## src/rtl/uart_cmd_pkg.sv

```systemverilog
// Shared types, ASCII constants and helpers for the UART command parser.
package uart_cmd_pkg;

    typedef enum logic [2:0] {
        IDLE    = 3'd0,
        CMD     = 3'd1,
        ARG     = 3'd2,
        EXEC    = 3'd3,
        REPLY   = 3'd4,
        DISCARD = 3'd5
    } state_e;

    localparam logic [7:0]  ASCII_CR = 8'h0D;
    localparam logic [7:0]  ASCII_LF = 8'h0A;
    localparam logic [7:0]  ASCII_T  = 8'h54;
    localparam logic [7:0]  ASCII_S  = 8'h53;
    localparam logic [7:0]  ASCII_R  = 8'h52;
    localparam logic [7:0]  ASCII_0  = 8'h30;
    localparam logic [7:0]  ASCII_1  = 8'h31;
    localparam logic [15:0] ASCII_OK = 16'h4F4B;
    localparam logic [15:0] ASCII_ER = 16'h4552;

    localparam int REPLY_LEN = 4;

    // Uppercase hex digit for one nibble.
    function automatic logic [7:0] hex_to_ascii(input logic [3:0] nib);
        logic [7:0] chr;
        if (nib < 4'd10) begin
            chr = 8'h30 + {4'h0, nib};
        end else begin
            chr = 8'h37 + {4'h0, nib};
        end
        return chr;
    endfunction

endpackage

```

## src/rtl/uart_cmd_reply.sv

```systemverilog
// Reply serializer: holds a fixed-length reply and hands it out one byte per
// accepted transfer on a valid/ready style transmit interface.
module uart_cmd_reply
    import uart_cmd_pkg::*;
(
    input  logic                   clk,
    input  logic                   rst_n,
    input  logic                   load,
    input  logic [REPLY_LEN*8-1:0] bytes,
    input  logic                   tx_ready,
    output logic                   tx_send,
    output logic [7:0]             tx_data,
    output logic                   last
);

    localparam int IW = $clog2(REPLY_LEN);
    localparam logic [IW-1:0] LAST_IDX = IW'(REPLY_LEN - 1);

    logic [REPLY_LEN*8-1:0] buf_r;
    logic [REPLY_LEN*8-1:0] buf_n;
    logic [IW-1:0]          idx_r;
    logic [IW-1:0]          idx_n;
    logic                   send_r;
    logic                   send_n;
    logic [7:0]             data_r;
    logic [7:0]             data_n;

    // Next buffer/index/output byte; tx_data is pre-registered so it stays stable under backpressure.
    always_comb begin
        buf_n  = buf_r;
        idx_n  = idx_r;
        send_n = send_r;
        data_n = data_r;
        if (load) begin
            buf_n  = bytes;
            idx_n  = '0;
            send_n = 1'b1;
            data_n = bytes[7:0];
        end else if (send_r && tx_ready) begin
            if (idx_r == LAST_IDX) begin
                send_n = 1'b0;
                idx_n  = '0;
                data_n = 8'h00;
            end else begin
                idx_n  = idx_r + 1'b1;
                data_n = buf_r[{idx_n, 3'b000} +: 8];
            end
        end else begin
            send_n = send_r;
        end
    end

    // Serializer registers.
    always_ff @(posedge clk) begin
        if (!rst_n) begin
            buf_r  <= '0;
            idx_r  <= '0;
            send_r <= 1'b0;
            data_r <= 8'h00;
        end else begin
            buf_r  <= buf_n;
            idx_r  <= idx_n;
            send_r <= send_n;
            data_r <= data_n;
        end
    end

    assign tx_send = send_r;
    assign tx_data = data_r;
    assign last    = send_r && (idx_r == LAST_IDX);

endmodule

```

## src/rtl/uart_cmd_parser.sv

```systemverilog
// Line-oriented LED command parser between a UART receiver and transmitter.
// Define UART_CMD_DROPCNT_EN to add the saturating drop_count output.
module uart_cmd_parser
    import uart_cmd_pkg::*;
#(
    parameter int NLED   = 4,
    parameter int MAXARG = 2
) (
    input  logic            clk,
    input  logic            rst_n,
    input  logic            rx_valid,
    input  logic [7:0]      rx_data,
    input  logic            tx_ready,
    output logic            tx_send,
    output logic [7:0]      tx_data,
    output logic [NLED-1:0] led
`ifdef UART_CMD_DROPCNT_EN
    ,
    output logic [7:0]      drop_count
`endif
);

    localparam int ACW  = $clog2(MAXARG + 1);
    localparam int ABUF = (MAXARG < 2) ? 2 : MAXARG;

    state_e                 state_r;
    state_e                 state_n;
    logic [7:0]             cmd_r;
    logic [7:0]             cmd_n;
    logic [ABUF*8-1:0]      arg_r;
    logic [ABUF*8-1:0]      arg_n;
    logic [ACW-1:0]         argcnt_r;
    logic [ACW-1:0]         argcnt_n;
    logic                   err_r;
    logic                   err_n;
    logic [NLED-1:0]        led_r;
    logic [NLED-1:0]        led_n;

    logic                   load_s;
    logic [REPLY_LEN*8-1:0] reply_s;
    logic                   tx_send_s;
    logic [7:0]             tx_data_s;
    logic                   last_s;
    logic                   done_s;
    logic [7:0]             arg0_s;
    logic [7:0]             arg1_s;
    logic                   digit_ok_s;
    logic [NLED-1:0]        mask_s;
    logic [7:0]             led_ext_s;
    logic [REPLY_LEN*8-1:0] ok_s;
    logic [REPLY_LEN*8-1:0] er_s;

    // Argument decode shared by the EXEC cases.
    always_comb begin
        arg0_s     = arg_r[7:0];
        arg1_s     = arg_r[15:8];
        digit_ok_s = (arg0_s >= ASCII_0) && (arg0_s < (ASCII_0 + 8'(NLED)));
        mask_s     = NLED'(1) << arg0_s[2:0];
        led_ext_s  = '0;
        led_ext_s[NLED-1:0] = led_r;
        done_s     = tx_send_s && tx_ready && last_s;
        ok_s       = {ASCII_LF, ASCII_CR, ASCII_OK[7:0], ASCII_OK[15:8]};
        er_s       = {ASCII_LF, ASCII_CR, ASCII_ER[7:0], ASCII_ER[15:8]};
    end

    // Next-state, argument capture, LED update and reply selection.
    always_comb begin
        state_n  = state_r;
        cmd_n    = cmd_r;
        arg_n    = arg_r;
        argcnt_n = argcnt_r;
        err_n    = err_r;
        led_n    = led_r;
        load_s   = 1'b0;
        reply_s  = er_s;
        case (state_r)
            IDLE: begin
                if (rx_valid) begin
                    if (rx_data == ASCII_CR || rx_data == ASCII_LF) begin
                        state_n = IDLE;
                    end else if (rx_data == ASCII_T || rx_data == ASCII_S || rx_data == ASCII_R) begin
                        cmd_n    = rx_data;
                        argcnt_n = '0;
                        arg_n    = '0;
                        state_n  = CMD;
                    end else begin
                        err_n   = 1'b1;
                        state_n = DISCARD;
                    end
                end else begin
                    state_n = IDLE;
                end
            end
            CMD, ARG: begin
                if (rx_valid) begin
                    if (rx_data == ASCII_CR) begin
                        state_n = EXEC;
                    end else if (argcnt_r < ACW'(MAXARG)) begin
                        for (int i = 0; i < MAXARG; i++) begin
                            arg_n[i*8 +: 8] = (argcnt_r == ACW'(i)) ? rx_data : arg_r[i*8 +: 8];
                        end
                        argcnt_n = argcnt_r + 1'b1;
                        state_n  = ARG;
                    end else begin
                        err_n   = 1'b1;
                        state_n = DISCARD;
                    end
                end else begin
                    state_n = state_r;
                end
            end
            DISCARD: begin
                if (rx_valid && rx_data == ASCII_CR) begin
                    state_n = EXEC;
                end else begin
                    state_n = DISCARD;
                end
            end
            EXEC: begin
                load_s  = 1'b1;
                state_n = REPLY;
                if (!err_r) begin
                    case (cmd_r)
                        ASCII_T: begin
                            if (argcnt_r == ACW'(1) && digit_ok_s) begin
                                led_n   = led_r ^ mask_s;
                                reply_s = ok_s;
                            end else begin
                                reply_s = er_s;
                            end
                        end
                        ASCII_S: begin
                            // Two arguments are unreachable when MAXARG < 2, hence the explicit guard.
                            if ((MAXARG >= 2) && argcnt_r == ACW'(2) && digit_ok_s &&
                                (arg1_s == ASCII_0 || arg1_s == ASCII_1)) begin
                                led_n   = (arg1_s == ASCII_1) ? (led_r | mask_s) : (led_r & ~mask_s);
                                reply_s = ok_s;
                            end else begin
                                reply_s = er_s;
                            end
                        end
                        ASCII_R: begin
                            if (argcnt_r == '0) begin
                                reply_s = {ASCII_LF, ASCII_CR,
                                           hex_to_ascii(led_ext_s[3:0]),
                                           hex_to_ascii(led_ext_s[7:4])};
                            end else begin
                                reply_s = er_s;
                            end
                        end
                        default: reply_s = er_s;
                    endcase
                end else begin
                    reply_s = er_s;
                end
            end
            REPLY: begin
                if (done_s) begin
                    state_n  = IDLE;
                    err_n    = 1'b0;
                    argcnt_n = '0;
                    arg_n    = '0;
                    cmd_n    = 8'h00;
                end else begin
                    state_n = REPLY;
                end
            end
            default: begin
                state_n = IDLE;
            end
        endcase
    end

    // Parser state registers.
    always_ff @(posedge clk) begin
        if (!rst_n) begin
            state_r  <= IDLE;
            cmd_r    <= 8'h00;
            arg_r    <= '0;
            argcnt_r <= '0;
            err_r    <= 1'b0;
            led_r    <= '0;
        end else begin
            state_r  <= state_n;
            cmd_r    <= cmd_n;
            arg_r    <= arg_n;
            argcnt_r <= argcnt_n;
            err_r    <= err_n;
            led_r    <= led_n;
        end
    end

    uart_cmd_reply u_reply (
        .clk      (clk),
        .rst_n    (rst_n),
        .load     (load_s),
        .bytes    (reply_s),
        .tx_ready (tx_ready),
        .tx_send  (tx_send_s),
        .tx_data  (tx_data_s),
        .last     (last_s)
    );

    assign tx_send = tx_send_s;
    assign tx_data = tx_data_s;
    assign led     = led_r;

`ifdef UART_CMD_DROPCNT_EN
    logic [7:0] drop_r;

    // Count bytes ignored while a command is executing or replying.
    always_ff @(posedge clk) begin
        if (!rst_n) begin
            drop_r <= 8'h00;
        end else if (rx_valid && (state_r == EXEC || state_r == REPLY) && drop_r != 8'hFF) begin
            drop_r <= drop_r + 8'd1;
        end else begin
            drop_r <= drop_r;
        end
    end

    assign drop_count = drop_r;
`endif

endmodule

```

## config.mk

```make
export PLATFORM = sky130hd
export DESIGN_NAME = uart_cmd_parser
export DESIGN_NICKNAME = d
export VERILOG_FILES = /design/src/rtl/uart_cmd_pkg.sv /design/src/rtl/uart_cmd_reply.sv /design/src/rtl/uart_cmd_parser.sv
export SDC_FILE = /design/constraint.sdc
export NUM_CORES = 1
export LEC_CHECK = 0
export ABC_CLOCK_PERIOD_IN_PS = 3400
export BUFFER_PORTS_ARGS = -buffer_cell sky130_fd_sc_hd__buf_2
export CAP_MARGIN = 5
export CORE_ASPECT_RATIO = 1.5
export CORE_UTILIZATION = 60
export DETAILED_ROUTE_END_ITERATION = 16
export GPL_TIMING_DRIVEN = 0
export PLACE_DENSITY_LB_ADDON = 0.1
export SETUP_SLACK_MARGIN = 0.1
export SLEW_MARGIN = 10
export SYNTH_ARGS = -nofsm -noshare
export SYNTH_HDL_FRONTEND = slang
export SYNTH_SLANG_ARGS = --single-unit
```

## constraint.sdc

```tcl
create_clock -name clk -period 3.4 [get_ports clk]
set_input_delay 0.85 -clock clk [delete_from_list [all_inputs] [get_ports clk]]
set_output_delay 0.85 -clock clk [all_outputs]
set_load 0.05 [all_outputs]
```

==> results.md, run 1 <==
Synth:
- The proportion of synthesized flip-flops having asynchronous set or reset is 0.
- The library cell with the largest summed area after synthesis is sky130_fd_sc_hd__dfxtp_1.
- The post-synthesis compound-gate area fraction is 0.259.
- The net count after synthesis is 367.
- Of the total synthesized cell area, the portion taken by XOR and XNOR cells is 0.00599.
- The synthesized netlist occupies a cell area of between 2000 and 3000 um2.
- The total of warnings raised by yosys is 0.
- After synthesis, the largest family of logic cells by area is simple AND/OR/NAND/NOR gates.
- The proportion of netlist area held by the largest area contributor is 0.376.
- Of the total synthesized cell area, the portion taken by full adders, half adders and majority gates is 0.0214.
- The post-synthesis instance total is 350.
- In the synthesized netlist the dominant register cell turns out to be sky130_fd_sc_hd__dfxtp_1.
- Sorting the synthesized cells by area gives the leading types as sky130_fd_sc_hd__dfxtp_1 38%, sky130_fd_sc_hd__o21ai_0 6.5%, sky130_fd_sc_hd__nand2_1 5.4%.
- The average instance in the mapped netlist occupies between 8 and 9 um2.
- In this run, synthesis inferred 0 flip-flops with an integrated enable.
- The share of the Yosys chip area taken by registers is 0.376.
- The post-synthesis sequential element count is 55.
- Of the total synthesized cell area, the portion taken by AND, OR, NAND and NOR gates is 0.269.
- The netlist uses slightly above 60 different library cells.
- Of the post-synthesis cell area, the part taken by muxes is 0.0205.

Worst hold path:
- The min-delay analysis places its worst path in the category register to register.
- Counting instances, the worst hold path has a depth of 2.
- The capture endpoint of the worst hold path is arg_r[5].
- The start point of the worst min-delay path is arg_r[5].

Placement:
- In this run the tool buffered the top-level ports with 23 buffer cells.
- Detailed placement finished with a half-perimeter wire length of approximately 5300 um.
- Routability-driven placement finished with a final weighted congestion of 0.901.

Global routing:
- The maximum number of pins on one net before global-route repair is 20.
- The met1 routing resource usage after global routing is 0.341.
- In the global route stage, met3 resource usage came out at 0.0414.
- The fraction of met2 tracks used by global routing is 0.539.
- The number of antenna violations at the first check in global routing came to 0.
- The global routing stage identified its most utilized layer as met2.
- The via count of the first global-routing pass is ~2.6k.
- The wire length of the first global-routing pass is 11800 um.
- The total grt overflow is 0.
- The global-route total usage across every layer is 0.300.

Floorplanning:
- Row generation in the floorplan step produced 30 rows.
- The floorplan step set the die width to about 59 um.
- The area enclosed by the die boundary is around 5200 um2.
- The die outline height is 87.5 um.
- The I/O pin count is 25.
- The area of the core is 4620 um2.
- The initial utilization of the core area, before any placement, comes to 0.634.

CTS:
- In this run the number of H-tree levels came out at 2.
- The cell sitting at the root of the clock tree is a sky130_fd_sc_hd__clkbuf_8.
- The count of cells resized by post-cts repair is 0.
- The buffers inserted during post-CTS setup optimization is 0.
- The number of clock buffers inserted by TritonCTS is 5.
- The number of buffers inserted for hold repair after clock tree synthesis is 0.
- The clock net in this run drives a total of 55 sinks.
- The latest clock arrival within the worst-skew pair is roughly 0.32 ns.
- No sink is reached through more buffers than the 2 on the longest clock path.
- The CTS tree is built.
- The clock edge transition at the registers on the reported setup and hold paths is ~0.11 ns.

Timing:
- The final worst-path cycle share is 0.744.
- The final worst clock skew is about 0.011 ns.
- The worst-margin pin slew is 0.565 ns.
- For the final routed database, the setup TNS stands at 0 ns.
- The final-report max-slew violation count is 0.
- Setup repair after global routing left no endpoint under its margin.
- The number of hold-slack violations in the final timing report came to 0.
- Setup violations remaining at the end of the flow were counted as 0.
- Headroom to the max-slew limit came out at 0.623.
- Based on the critical path, the design can be clocked at up to just under 400 MHz.
- Subtracting the final worst setup slack from the clock period gives around 2.5 ns.

Power:
- The cell internal power dissipation is between 900 and 1000 uW.
- The clock share of power is 0.278.
- Across the VDD grid, the largest voltage drop is between 300 and 400 uV.
- The switching portion of total power is 0.326.
- The share of total power dissipated in combinational logic is 0.216.
- In this run the power density over the cells is between 400 and 500 nW/um2.
- Summed over all cells, the static leakage comes to around 0.0011 uW.
- The share of total power dissipated in sequential elements is 0.506.
- Summed over all nets, the switching power comes to 452 uW.

Detailed routing:
- The residual DRC count is 0.
- In the final routed layout, each cell accounts on average for ~16 um.
- The total via count in the routed design is around 2.7k.
- The wire length reported by the detailed router is slightly below 7000 um.
- The initial DRC count is about 150.
- The detailed-router iteration count before antenna repair is 4.
- The number of nets with antenna violations after routing is 0.
- The average via count per standard cell is just over 6.

Critical path:
- Data on the critical path is required at its endpoint by roughly 3.7 ns.
- The largest single stage delay on the critical path is 0.59 ns.
- In this run the register-to-register setup slack is 1.22 ns.
- Along the worst path, the maximum fanout reaches 10.
- On the critical path, the stage with the largest delay is an instance of sky130_fd_sc_hd__a2111oi_4.
- In this run the critical register-to-register path is launched from state_r[1].
- The worst setup path is captured at a register.
- The critical path startpoint category is an input port.
- The data arrival at the endpoint of the critical path is ~2.8 ns.
- The worst register-to-register path ends at arg_r[0].
- The signal on the critical path passes through buf_2, nor2_1, o2111a_1, o221ai_2, a2111oi_4, buf_6, nand4_1, o21ai_0.
- The kind of cell adding the most delay to the critical path is compound AO/OA/AOI/OAI gates.
- Counting both buffers and inverters, the worst setup path holds a total of 2.
- The worst register-to-register path has a depth of 6.
- The critical path in this run is classified as input port to register.

Cells and area:
- From synthesis to final layout, the design area changed by 9.96%.
- Leaving out fill and tap cells, the most frequent cells in the layout are 55 x sky130_fd_sc_hd__dfxtp_1, 42 x sky130_fd_sc_hd__nand2_1, 38 x sky130_fd_sc_hd__o21ai_0.
- At the end of the flow, the number of nets in the layout was a little under 400.
- The number of filler instances in the final layout is a little over 400.
- The number of antenna cells inserted is 0.
- For this run, the share of the core covered by cells in the final layout is 0.697.
- Leaving out fill and tap cells, the most frequent cell in the layout is sky130_fd_sc_hd__dfxtp_1.
- The fraction of final layout cells with drive strength greater than 1 is 0.134.

Job:
- The number of max-cap violations is 0.

Run status:
- The flow ran to the end, and the final reports show no timing, DRC or antenna violations.
==> cells by family (layout without fill, tap and decap cells) <==
kind of cell | count (synthesis) | count (layout)
xor+xnor | 2 | 2
compound gates | 109 | 109
simple gates | 140 | 140
fa+ha+maj | 5 | 5
other cells | 1 | 1
flops | 55 | 55
mux | 6 | 6
buf+inv | 32 | 63
==> per-stage QoR <==
| step | setup WS [ns] | instance area, um2 | power, uW | hold slack (ns) | cells |
|---|---|---|---|---|---|
| 2_1_floorplan | 1.01 | 2930 | 938 | 0.431 | 350 |
| 3_3_place_gp | 0.568 | 3120 | 1010 | 0.442 | 437 |
| 3_5_place_dp | 0.520 | 3120 | 1010 | 0.450 | 437 |
| 4_1_cts | 0.850 | 3220 | 1390 | 0.466 | 445 |
| 5_1_grt | 0.739 | 3220 | 1460 | 0.486 | 445 |
| 6_report | 0.872 | 3220 | 1390 | 0.466 | 445 |
==> cell usage after synthesis (3+ instances only) <==
library cell / count
sky130_fd_sc_hd__a21oi_1: 19
sky130_fd_sc_hd__ha_1: 5
sky130_fd_sc_hd__nand4_1: 24
sky130_fd_sc_hd__nor3b_1: 4
sky130_fd_sc_hd__nand2_1: 42
sky130_fd_sc_hd__a31oi_1: 4
sky130_fd_sc_hd__dfxtp_1: 55
sky130_fd_sc_hd__nand2b_1: 6
sky130_fd_sc_hd__o21ai_0: 38
sky130_fd_sc_hd__and3b_1: 5
sky130_fd_sc_hd__nor3_1: 4
sky130_fd_sc_hd__o311ai_0: 3
sky130_fd_sc_hd__a22oi_1: 5
sky130_fd_sc_hd__o211ai_1: 3
sky130_fd_sc_hd__a211o_1: 3
sky130_fd_sc_hd__clkbuf_1: 17
sky130_fd_sc_hd__inv_1: 10
sky130_fd_sc_hd__nor2_1: 18
sky130_fd_sc_hd__nor2b_1: 12
sky130_fd_sc_hd__o21a_1: 6
sky130_fd_sc_hd__or3_1: 5
sky130_fd_sc_hd__o221a_2: 4
sky130_fd_sc_hd__nand3_1: 5
sky130_fd_sc_hd__mux2i_1: 6
sky130_fd_sc_hd__a21boi_0: 5
==> per-layer routing <==
| metal | wire length [um] | part of all wire | vias up |
|---|---|---|---|
| li1 | - | - | 1360 |
| met1 | 2910 | 0.42 | 1265 |
| met2 | 3630 | 0.52 | 61 |
| met3 | 207 | 0.030 | 15 |
| met4 | 197 | 0.028 | 0 |
| met5 | 0 | 0 | - |
==> power by group through the flow <==
stage | Clock [uW] | Combinational (uW) | Sequential [uW]
after floorplan | 0 | 220 | 719
after global placement | 0 | 292 | 715
after detailed placement | 0 | 298 | 717
after CTS | 392 | 300 | 702
after global routing | 418 | 332 | 709
final | 386 | 300 | 702
==> sequential cells by signal, summed over array words and instances (netlist names), named ones only <==
signal           count
err_r                1
u_reply.tx_data      7
argcnt_r             2
arg_r               16
u_reply.idx_r        2
u_reply.buf_r       11
u_reply.tx_send      1
state_r              3
cmd_r                8
==> tightest hold or removal path: stages, from the launching register on <==
cell and delay (ns):
sky130_fd_sc_hd__dfxtp_1 0.32, sky130_fd_sc_hd__nand2_1 0.05, sky130_fd_sc_hd__o21ai_0 0.06
==> how the worst max path moves through the flow <==
| stage | endpoint | startpoint | depth (start not counted) | slack (ns) |
|---|---|---|---|---|
| 2_1_floorplan | arg_r[14] | rx_data[5] | 7 | 1.01 |
| 3_3_place_gp | arg_r[15] | rx_data[5] | 8 | 0.57 |
| 3_5_place_dp | arg_r[15] | rx_data[5] | 8 | 0.52 |
| 4_1_cts | arg_r[15] | rx_data[5] | 8 | 0.85 |
| 5_1_grt | arg_r[15] | rx_data[5] | 8 | 0.74 |
| 6_report | arg_r[15] | rx_data[5] | 8 | 0.87 |
==> layout make-up <==
cell class	count	area, um2	area share
Multi-Input combinational cell	263	1690	0.525
Sequential cell	55	1100	0.342
Timing Repair Buffer	23	115	0.0358
Buffer	22	97.6	0.0303
Tap cell	64	80.1	0.0249
Clock buffer	5	68.8	0.0214
Inverter	10	37.5	0.0117
Clock inverter	3	27.5	0.00855
(Power assumes the default switching activity.)
==> run 2: changes to the inputs <==
ABC_AREA = 1   (was not set)
ABC_CLOCK_PERIOD_IN_PS = 2360   (was 3400)
clock period = 2.36 ns   (was 3.4 ns; I/O delays follow)
==> results.md, run 2 <==
Detailed routing:
- The wire length reported by the detailed router was 7270 um (was 6950 um).
- The total via count in the routed design is 3089 (was 2701).
- The number of nets with antenna violations after routing is 0 (unchanged).
- The routed length per placed instance came to 12.4 um (was 15.6 um).
- The average via count per standard cell is 5.28 (was 6.07).
- The detailed-router iteration count before antenna repair is 7 (was 4).
- The residual DRC count is 0 (unchanged).
- The initial DRC count is 142 (was 151).

Synth:
- The count of unique library cells instantiated by Yosys came to 30 (was 61).
- The synthesized area is 3060 um2 (was 2930 um2).
- The primary flip-flop cell chosen by synthesis mapping was sky130_fd_sc_hd__dfxtp_1 (unchanged).
- The post-synthesis sequential area ratio is 0.360 (was 0.376).
- The cell with the most instances after synthesis is sky130_fd_sc_hd__nand2_1 (was sky130_fd_sc_hd__dfxtp_1).
- The proportion of synthesized flip-flops having asynchronous set or reset is 0 (unchanged).
- The library cell with the largest summed area after synthesis was sky130_fd_sc_hd__dfxtp_1 (unchanged).
- The synthesized area per cell is 6.25 um2 (was 8.36 um2).
- The number of flops mapped to enable cells by yosys is 0 (unchanged).
- The net count after synthesis is 506 (was 367).
- The post-synthesis sequential element count is 55 (unchanged).
- Cell types with the highest counts after synthesis: 148 x sky130_fd_sc_hd__nand2_1, 76 x sky130_fd_sc_hd__nor2_1, 60 x sky130_fd_sc_hd__inv_1 (was 55 x sky130_fd_sc_hd__dfxtp_1, 42 x sky130_fd_sc_hd__nand2_1, 38 x sky130_fd_sc_hd__o21ai_0).
- The proportion of netlist area held by the largest area contributor is 0.360 (was 0.376).
- The total of warnings raised by yosys came to 0 (unchanged).
- Largest cells by area after synthesis: sky130_fd_sc_hd__dfxtp_1 36%, sky130_fd_sc_hd__nand2_1 18%, sky130_fd_sc_hd__nor2_1 9.3% (was sky130_fd_sc_hd__dfxtp_1 38%, sky130_fd_sc_hd__o21ai_0 6.5%, sky130_fd_sc_hd__nand2_1 5.4%).
- The post-synthesis instance total is 489 (was 350).

Critical path:
- The data arrival at the endpoint of the critical path was 2.04 ns (was 2.78 ns).
- The critical path startpoint category is a register (was input port).
- The minimum setup slack among reg-to-reg paths is 0.55 ns (was 1.22 ns).
- The critical path startpoint is argcnt_r[1] (was rx_data[5]).
- Counting stages on the worst path, the most repeated cell is sky130_fd_sc_hd__nand2_1.
- The peak per-stage delay on the critical path is 0.46 ns (was 0.59 ns).
- The critical-path cell with the highest stage delay is sky130_fd_sc_hd__dfxtp_1 (was sky130_fd_sc_hd__a2111oi_4).
- The critical path data required time is 2.59 ns (was 3.65 ns).
- Series of cell instances along the critical path: ha_1, inv_1, nor2_1, nand2_1, nor2_1, nand2_1, nand2_1, nand2_1, nor2_1, nand3_1, nand2_1, nor2_1 (was buf_2, nor2_1, o2111a_1, o221ai_2, a2111oi_4, buf_6, nand4_1, o21ai_0).
- The critical path class is register to register (was input port to register).
- The startpoint of the lowest-slack register-to-register path is argcnt_r[1] (was state_r[1]).
- The worst-case reg-to-reg path depth was 12 (was 6).
- The worst-path maximum fanout is 7 (was 10).
- The element type at the critical path end was a register (unchanged).

CTS:
- The clock edge transition at the registers on the reported setup and hold paths was 0.10 ns (was 0.11 ns).
- The number of buffers inserted for hold repair after clock tree synthesis came to 0 (unchanged).
- The number of buffers on the longest clock path was 2 (unchanged).
- The number of clock buffers inserted by TritonCTS was 5 (unchanged).
- The H-tree level count is 2 (unchanged).
- The TritonCTS sink count is 55 (unchanged).
- The count of cells resized by post-cts repair is 0 (unchanged).
- The cell chosen for the clock root is sky130_fd_sc_hd__clkbuf_8 (unchanged).
- The CTS tree is built (unchanged).
- The latest clock arrival within the worst-skew pair is 0.32 ns (about the same).
- The buffers inserted during post-CTS setup optimization is 0 (unchanged).

Timing:
- The final worst clock skew is 0.00853 ns (was 0.0109 ns).
- Static timing analysis puts the maximum clock frequency at 551 MHz.
- For the finished layout, the period the worst path requires is roughly 1.8 ns.
- The tightest hold margin is 0.452 ns (was 0.466 ns).
- The final-report max-slew violation count is 0 (unchanged).
- The count of final setup violators is 0 (unchanged).
- The number of hold-slack violations in the final timing report is 0 (unchanged).
- The worst slew margin relative to its limit was 0.584 (was 0.623).
- Setup repair after global routing missed its margin: no (unchanged).
- The total negative slack for setup checks is 0 ns (unchanged).
- The final worst-path cycle share is 0.769.
- The worst-margin pin slew came to 0.617 ns (was 0.565 ns).

Floorplanning:
- The overall die width is 60.3 um (was 59.0 um).
- The I/O pin count was 25 (unchanged).
- The area of the core is 4850 um2 (was 4620 um2).
- The starting density of the core was 0.631 (was 0.634).
- The area enclosed by the die boundary is 5390 um2 (was 5170 um2).
- The cell row count is 31 (was 30).
- The die outline height came to 89.4 um (was 87.5 um).

Cells and area:
- The most frequent standard cell in the layout excluding fill and tap cells is sky130_fd_sc_hd__nand2_1 (was sky130_fd_sc_hd__dfxtp_1).
- The area growth from synthesis to layout came to 10.3% (was 9.96%).
- The final net count is 535 (was 397).
- Commonest non-fill, non-tap cells in the layout: 148 x sky130_fd_sc_hd__nand2_1, 76 x sky130_fd_sc_hd__nor2_1, 60 x sky130_fd_sc_hd__inv_1 (was 55 x sky130_fd_sc_hd__dfxtp_1, 42 x sky130_fd_sc_hd__nand2_1, 38 x sky130_fd_sc_hd__o21ai_0).
- Largest registers: arg_r x16, u_reply.buf_r x11, cmd_r x8 (unchanged).
- The register with the most flip-flops is arg_r (unchanged).
- The number of flip-flops under the largest register name came to 16 (unchanged).
- The fraction of final layout cells with drive strength greater than 1 is 0.104 (was 0.134).
- The number of antenna cells inserted was 0 (unchanged).

Job:
- The number of max-cap violations is 0 (unchanged).

Power:
- The power density over the cells is 1090 nW/um2 (was 431 nW/um2).
- The static leakage is 0.00167 uW (was 0.00107 uW).
- The maximum resistive drop on vdd is 681 uV (was 351 uV).

Worst hold path:
- The path type of the worst min-delay path was register to register (unchanged).
- The instance count along the most critical hold path was 2 (unchanged).
- The start point of the worst min-delay path is cmd_r[5] (was arg_r[5]).
- The capture endpoint of the worst hold path is cmd_r[5] (was arg_r[5]).

Global routing:
- The wire length of the first global-routing pass was 12400 um (was 11800 um).
- The total grt overflow is 0 (unchanged).
- The global-route total usage across every layer is 0.304 (was 0.300).
- The maximum number of pins on one net before global-route repair is 18 (was 20).
- The number of antenna violations at the first check in global routing is 0 (unchanged).
- The via count of the first global-routing pass is 2893 (was 2561).

Placement:
- The count of buffers from port buffering was 22 (was 23).
- The routability congestion estimate came to 0.999 (was 0.901).
- The half-perimeter wire length after placement is 5640 um (was 5330 um).

Run status:
- Run status: finished clean (unchanged).
## run 2: cell count changes in the layout (fill, tap and decap cells not counted), moves of 6 or more
| cell | change |
|---|---|
| sky130_fd_sc_hd__nand2_1 | +106 |
| sky130_fd_sc_hd__nor2_1 | +58 |
| sky130_fd_sc_hd__inv_1 | +50 |
| sky130_fd_sc_hd__nand3_1 | +34 |
| sky130_fd_sc_hd__clkbuf_1 | -16 |
| sky130_fd_sc_hd__nand4_1 | -16 |
| sky130_fd_sc_hd__o21ai_0 | -13 |
| sky130_fd_sc_hd__nor2b_1 | -12 |
| sky130_fd_sc_hd__nor3_1 | +8 |
| sky130_fd_sc_hd__mux2i_1 | -6 |
| sky130_fd_sc_hd__nand2b_1 | -6 |
| sky130_fd_sc_hd__o21a_1 | -6 |
## run 2: where the power goes
group | internal [uW] | switching (uW) | leakage, uW
registers | 1160 | 167 | 0.000447
logic | 598 | 1090 | 0.00116
clock network | 349 | 314 | 0.0000618
## run 2: critical path: cells and delay by family, from the launching register on
kind	cells	cell delay [ns]
DFF	1	0.46
adders and majority gates	1	0.19
buffers and inverters	1	0.04
and+or+nand+nor	10	1.03
## run 2: cell families after synthesis
| logic type | synth area share |
|---|---|
| buf+inv | 0.105 |
| flops | 0.360 |
| simple gates | 0.413 |
| fa+ha+maj | 0.0205 |
| other cells | 0.00123 |
| xor+xnor | 0.00573 |
| compound gates | 0.0941 |
## run 2: routing by layer
metal,part of all wire,track usage
met5,0,0
met4,0.029,0.146
met3,0.036,0.0420
met2,0.54,0.566
met1,0.40,0.325
## run 2: through the flow
stage / std cells / power, uW / setup slack [ns] / utilization / area [um2]
2_1_floorplan: 489 / 2660 / 0.601 / - / 3060
3_3_place_gp: 577 / 2950 / 0.393 / 0.670 / 3250
3_5_place_dp: 577 / 3010 / 0.380 / 0.670 / 3250
5_1_grt: 585 / 3980 / 0.319 / 0.695 / 3370
4_1_cts: 585 / 3670 / 0.558 / 0.695 / 3370
6_report: 585 / 3680 / 0.545 / 0.695 / 3370
## run 2: cell type report
class	instances	area, um2
clock buffers	6	82.6
plain buffers	12	92.6
multi-input cells	361	1640
flip-flops and latches	55	1100
clock inverters	2	38.8
repair buffers	22	110
well taps	66	82.6
fillers	448	1480
inverters	61	229
## run 2: worst max path at each step
stage          slack, ns  cells past startpoint        end
2_1_floorplan       0.60                     10  arg_r[15]
3_3_place_gp        0.39                     12   arg_r[5]
3_5_place_dp        0.38                     12   arg_r[5]
4_1_cts             0.56                     10   arg_r[7]
5_1_grt             0.32                     12   register
6_report            0.55                     12   register
==> run 3: changes to the inputs <==
ABC_CLOCK_PERIOD_IN_PS = 1900   (was 2360)
clock period = 1.9 ns   (was 2.36 ns; I/O delays follow)
==> results.md, run 3 (same netlist as run 2, synthesis figures left out) <==
Run status:
- Run status: finished clean (unchanged).

Placement:
- The routability congestion estimate is 0.999 (unchanged).
- The count of buffers from port buffering is 22 (unchanged).
- The number of placed instances with taps included is 577 (unchanged).
- The half-perimeter wire length after placement is 5640 um (unchanged).

Power:
- The power density over the cells is 1370 nW/um2 (was 1090 nW/um2).
- The maximum resistive drop on vdd is 863 uV (was 681 uV).
- The static leakage was 0.00169 uW (was 0.00167 uW).

Floorplanning:
- The I/O pin count is 25 (unchanged).
- The die outline height is 89.4 um (unchanged).
- The cell row count is 31 (unchanged).
- The area enclosed by the die boundary was 5390 um2 (unchanged).
- The overall die width came to 60.3 um (unchanged).
- The area of the core is 4850 um2 (unchanged).
- The starting density of the core was 0.631 (unchanged).

Detailed routing:
- The residual DRC count is 0 (unchanged).
- The initial DRC count was 161 (was 142).
- The number of nets with antenna violations after routing is 0 (unchanged).
- The wire length reported by the detailed router was 7310 um (was 7270 um).
- The average via count per standard cell is 5.29 (was 5.28).
- The detailed-router iteration count before antenna repair is 4 (was 7).
- The routed length per placed instance is 12.4 um (about the same).
- The total via count in the routed design is 3114 (was 3089).

Critical path:
- The critical path class is register to register (unchanged).
- The kind of cell adding the most delay to the critical path is simple AND/OR/NAND/NOR gates (unchanged).
- The worst-path maximum fanout was 10 (was 7).
- Series of cell instances along the critical path: inv_1, ha_2, inv_1, o21ai_0, nand3_1, nor2_4, buf_6, nand2_1, nand2_1, nor2_1 (was ha_1, inv_1, nor2_1, nand2_1, nor2_1, nand2_1, nand2_1, nand2_1, nor2_1, nand3_1, nand2_1, nor2_1).
- The critical path startpoint category is a register (unchanged).
- The data arrival at the endpoint of the critical path is 1.95 ns (was 2.04 ns).
- The number of buffer and inverter stages on the critical path was 3 (was 1).
- The critical path data required time is 2.12 ns (was 2.59 ns).
- The peak per-stage delay on the critical path was 0.37 ns (was 0.46 ns).
- The critical-path cell with the highest stage delay is sky130_fd_sc_hd__dfxtp_2 (was sky130_fd_sc_hd__dfxtp_1).
- The element type at the critical path end is a register (unchanged).

Cells and area:
- The area growth from synthesis to layout is 12.9% (was 10.3%).
- The final net count is 539 (was 535).
- The register with the most flip-flops is arg_r (unchanged).
- Largest registers: arg_r x16, u_reply.buf_r x11, cmd_r x8 (unchanged).
- Commonest non-fill, non-tap cells in the layout: 146 x sky130_fd_sc_hd__nand2_1, 72 x sky130_fd_sc_hd__nor2_1, 60 x sky130_fd_sc_hd__inv_1 (was 148 x sky130_fd_sc_hd__nand2_1, 76 x sky130_fd_sc_hd__nor2_1, 60 x sky130_fd_sc_hd__inv_1).
- The number of flip-flops under the largest register name was 16 (unchanged).
- The fraction of final layout cells with drive strength greater than 1 was 0.132 (was 0.104).
- The most frequent standard cell in the layout excluding fill and tap cells is sky130_fd_sc_hd__nand2_1 (unchanged).
- The number of standard cells in the final layout excluding fillers is 589 (was 585).
- The number of antenna cells inserted is 0 (unchanged).

CTS:
- The number of buffers on the longest clock path came to 2 (unchanged).
- The cell chosen for the clock root is sky130_fd_sc_hd__clkbuf_8 (unchanged).
- The clock edge transition at the registers on the reported setup and hold paths is 0.10 ns (about the same).
- The number of clock buffers inserted by TritonCTS is 5 (unchanged).
- The CTS tree is built (unchanged).
- The latest clock arrival within the worst-skew pair came to 0.31 ns (was 0.32 ns).
- The H-tree level count came to 2 (unchanged).
- The TritonCTS sink count is 55 (unchanged).

Timing:
- The tightest hold margin is 0.452 ns (about the same).
- The count of final setup violators is 0 (unchanged).
- The worst-margin pin slew is 0.635 ns (was 0.617 ns).
- The final worst-path cycle share is 0.908 (was 0.769).
- The number of hold-slack violations in the final timing report came to 0 (unchanged).
- The clock period minus final worst setup slack is 1.73 ns (was 1.81 ns).
- Setup repair after global routing missed its margin: yes (was no).
- The total negative slack for setup checks came to 0 ns (unchanged).
- The maximum achievable frequency is 580 MHz (was 551 MHz).
- The worst slew margin relative to its limit was 0.572 (was 0.584).
- The final worst clock skew came to 0.00607 ns (was 0.00853 ns).
- The final-report max-slew violation count is 0 (unchanged).

Global routing:
- The maximum number of pins on one net before global-route repair came to 18 (unchanged).
- The via count of the first global-routing pass came to 2896 (was 2893).
- The global-route total usage across every layer is 0.304 (about the same).
- The total grt overflow came to 0 (unchanged).
- The number of antenna violations at the first check in global routing was 0 (unchanged).
- The wire length of the first global-routing pass is 12400 um (about the same).

Worst hold path:
- The path type of the worst min-delay path is register to register (unchanged).

Job:
- The number of max-cap violations is 0 (unchanged).
==> run 3: cell count changes in the layout (fill, tap and decap cells not counted), moves of 2 or more <==
cell | before | now
sky130_fd_sc_hd__buf_4 | 2 | 6
sky130_fd_sc_hd__dfxtp_1 | 55 | 53
sky130_fd_sc_hd__dfxtp_2 | 0 | 2
sky130_fd_sc_hd__ha_1 | 5 | 3
sky130_fd_sc_hd__ha_2 | 0 | 2
sky130_fd_sc_hd__nand2_1 | 148 | 146
sky130_fd_sc_hd__nand2_2 | 4 | 6
sky130_fd_sc_hd__nor2_1 | 76 | 72
sky130_fd_sc_hd__nor2_4 | 3 | 6
==> run 3: area by class of cell <==
class                           instances  area (um2)
Buffer                                 12        92.6
Clock inverter                          2        38.8
Multi-Input combinational cell        361        1680
Timing Repair Buffer                   26         140
Sequential cell                        55        1100
Fill cell                             431        1400
Tap cell                               66        82.6
Inverter                               61         229
Clock buffer                            6        82.6
==> run 3: worst paths after layout <==
path	end	slack [ns]	cells past startpoint	from
setup / recovery	arg_r[7]	0.17	10	argcnt_r[1]
hold / removal	cmd_r[5]	0.45	2	cmd_r[5]
setup reg to reg	arg_r[7]	0.17	10	argcnt_r[1]
hold reg to reg	cmd_r[5]	0.45	2	cmd_r[5]
==> run 3: per-layer routing <==
metal	wire (um)	up-vias	global-route usage	share of wire
met5	0	-	0	0
met4	206	0	0.146	0.028
met3	195	19	0.0420	0.027
met2	3980	73	0.567	0.54
met1	2930	1415	0.325	0.40
li1	-	1607	-	-
==> run 3: worst reg2reg max path: cells and delay by family (launching register included) <==
family | cells | cell delay (ns)
adder cells (fa/ha/maj) | 1 | 0.23
AO/OA/AOI/OAI | 1 | 0.18
AND/OR/NAND/NOR | 5 | 0.47
buffers and inverters | 3 | 0.38
flip-flops | 1 | 0.37
==> run 3: timing repair <==
item / in CTS / in global routing
cloned: 0 / 0
pin swaps: 1 / 2
hold buffers: 0 / 0
buffers inserted: 1 / 3
endpoints found under the setup margin: 1 / 40
gates resized for setup: 1 / 14
==> run 3: report_power, final <==
group          switching [uW]  internal (uW)
registers                 223           1450
logic                    1390            849
clock network             387            434
total                    2000           2730
==> run 3: metrics by stage <==
step | utilization | total power, uW | area [um2] | setup WS (ns)
6_report | 0.712 | 4730 | 3450 | 0.175
5_1_grt | 0.712 | 5110 | 3450 | 0.0759
4_1_cts | 0.698 | 4590 | 3380 | 0.109
3_5_place_dp | 0.670 | 3740 | 3250 | 0.0354
3_3_place_gp | 0.670 | 3670 | 3250 | 0.0483
2_1_floorplan | - | 3310 | 3060 | 0.141
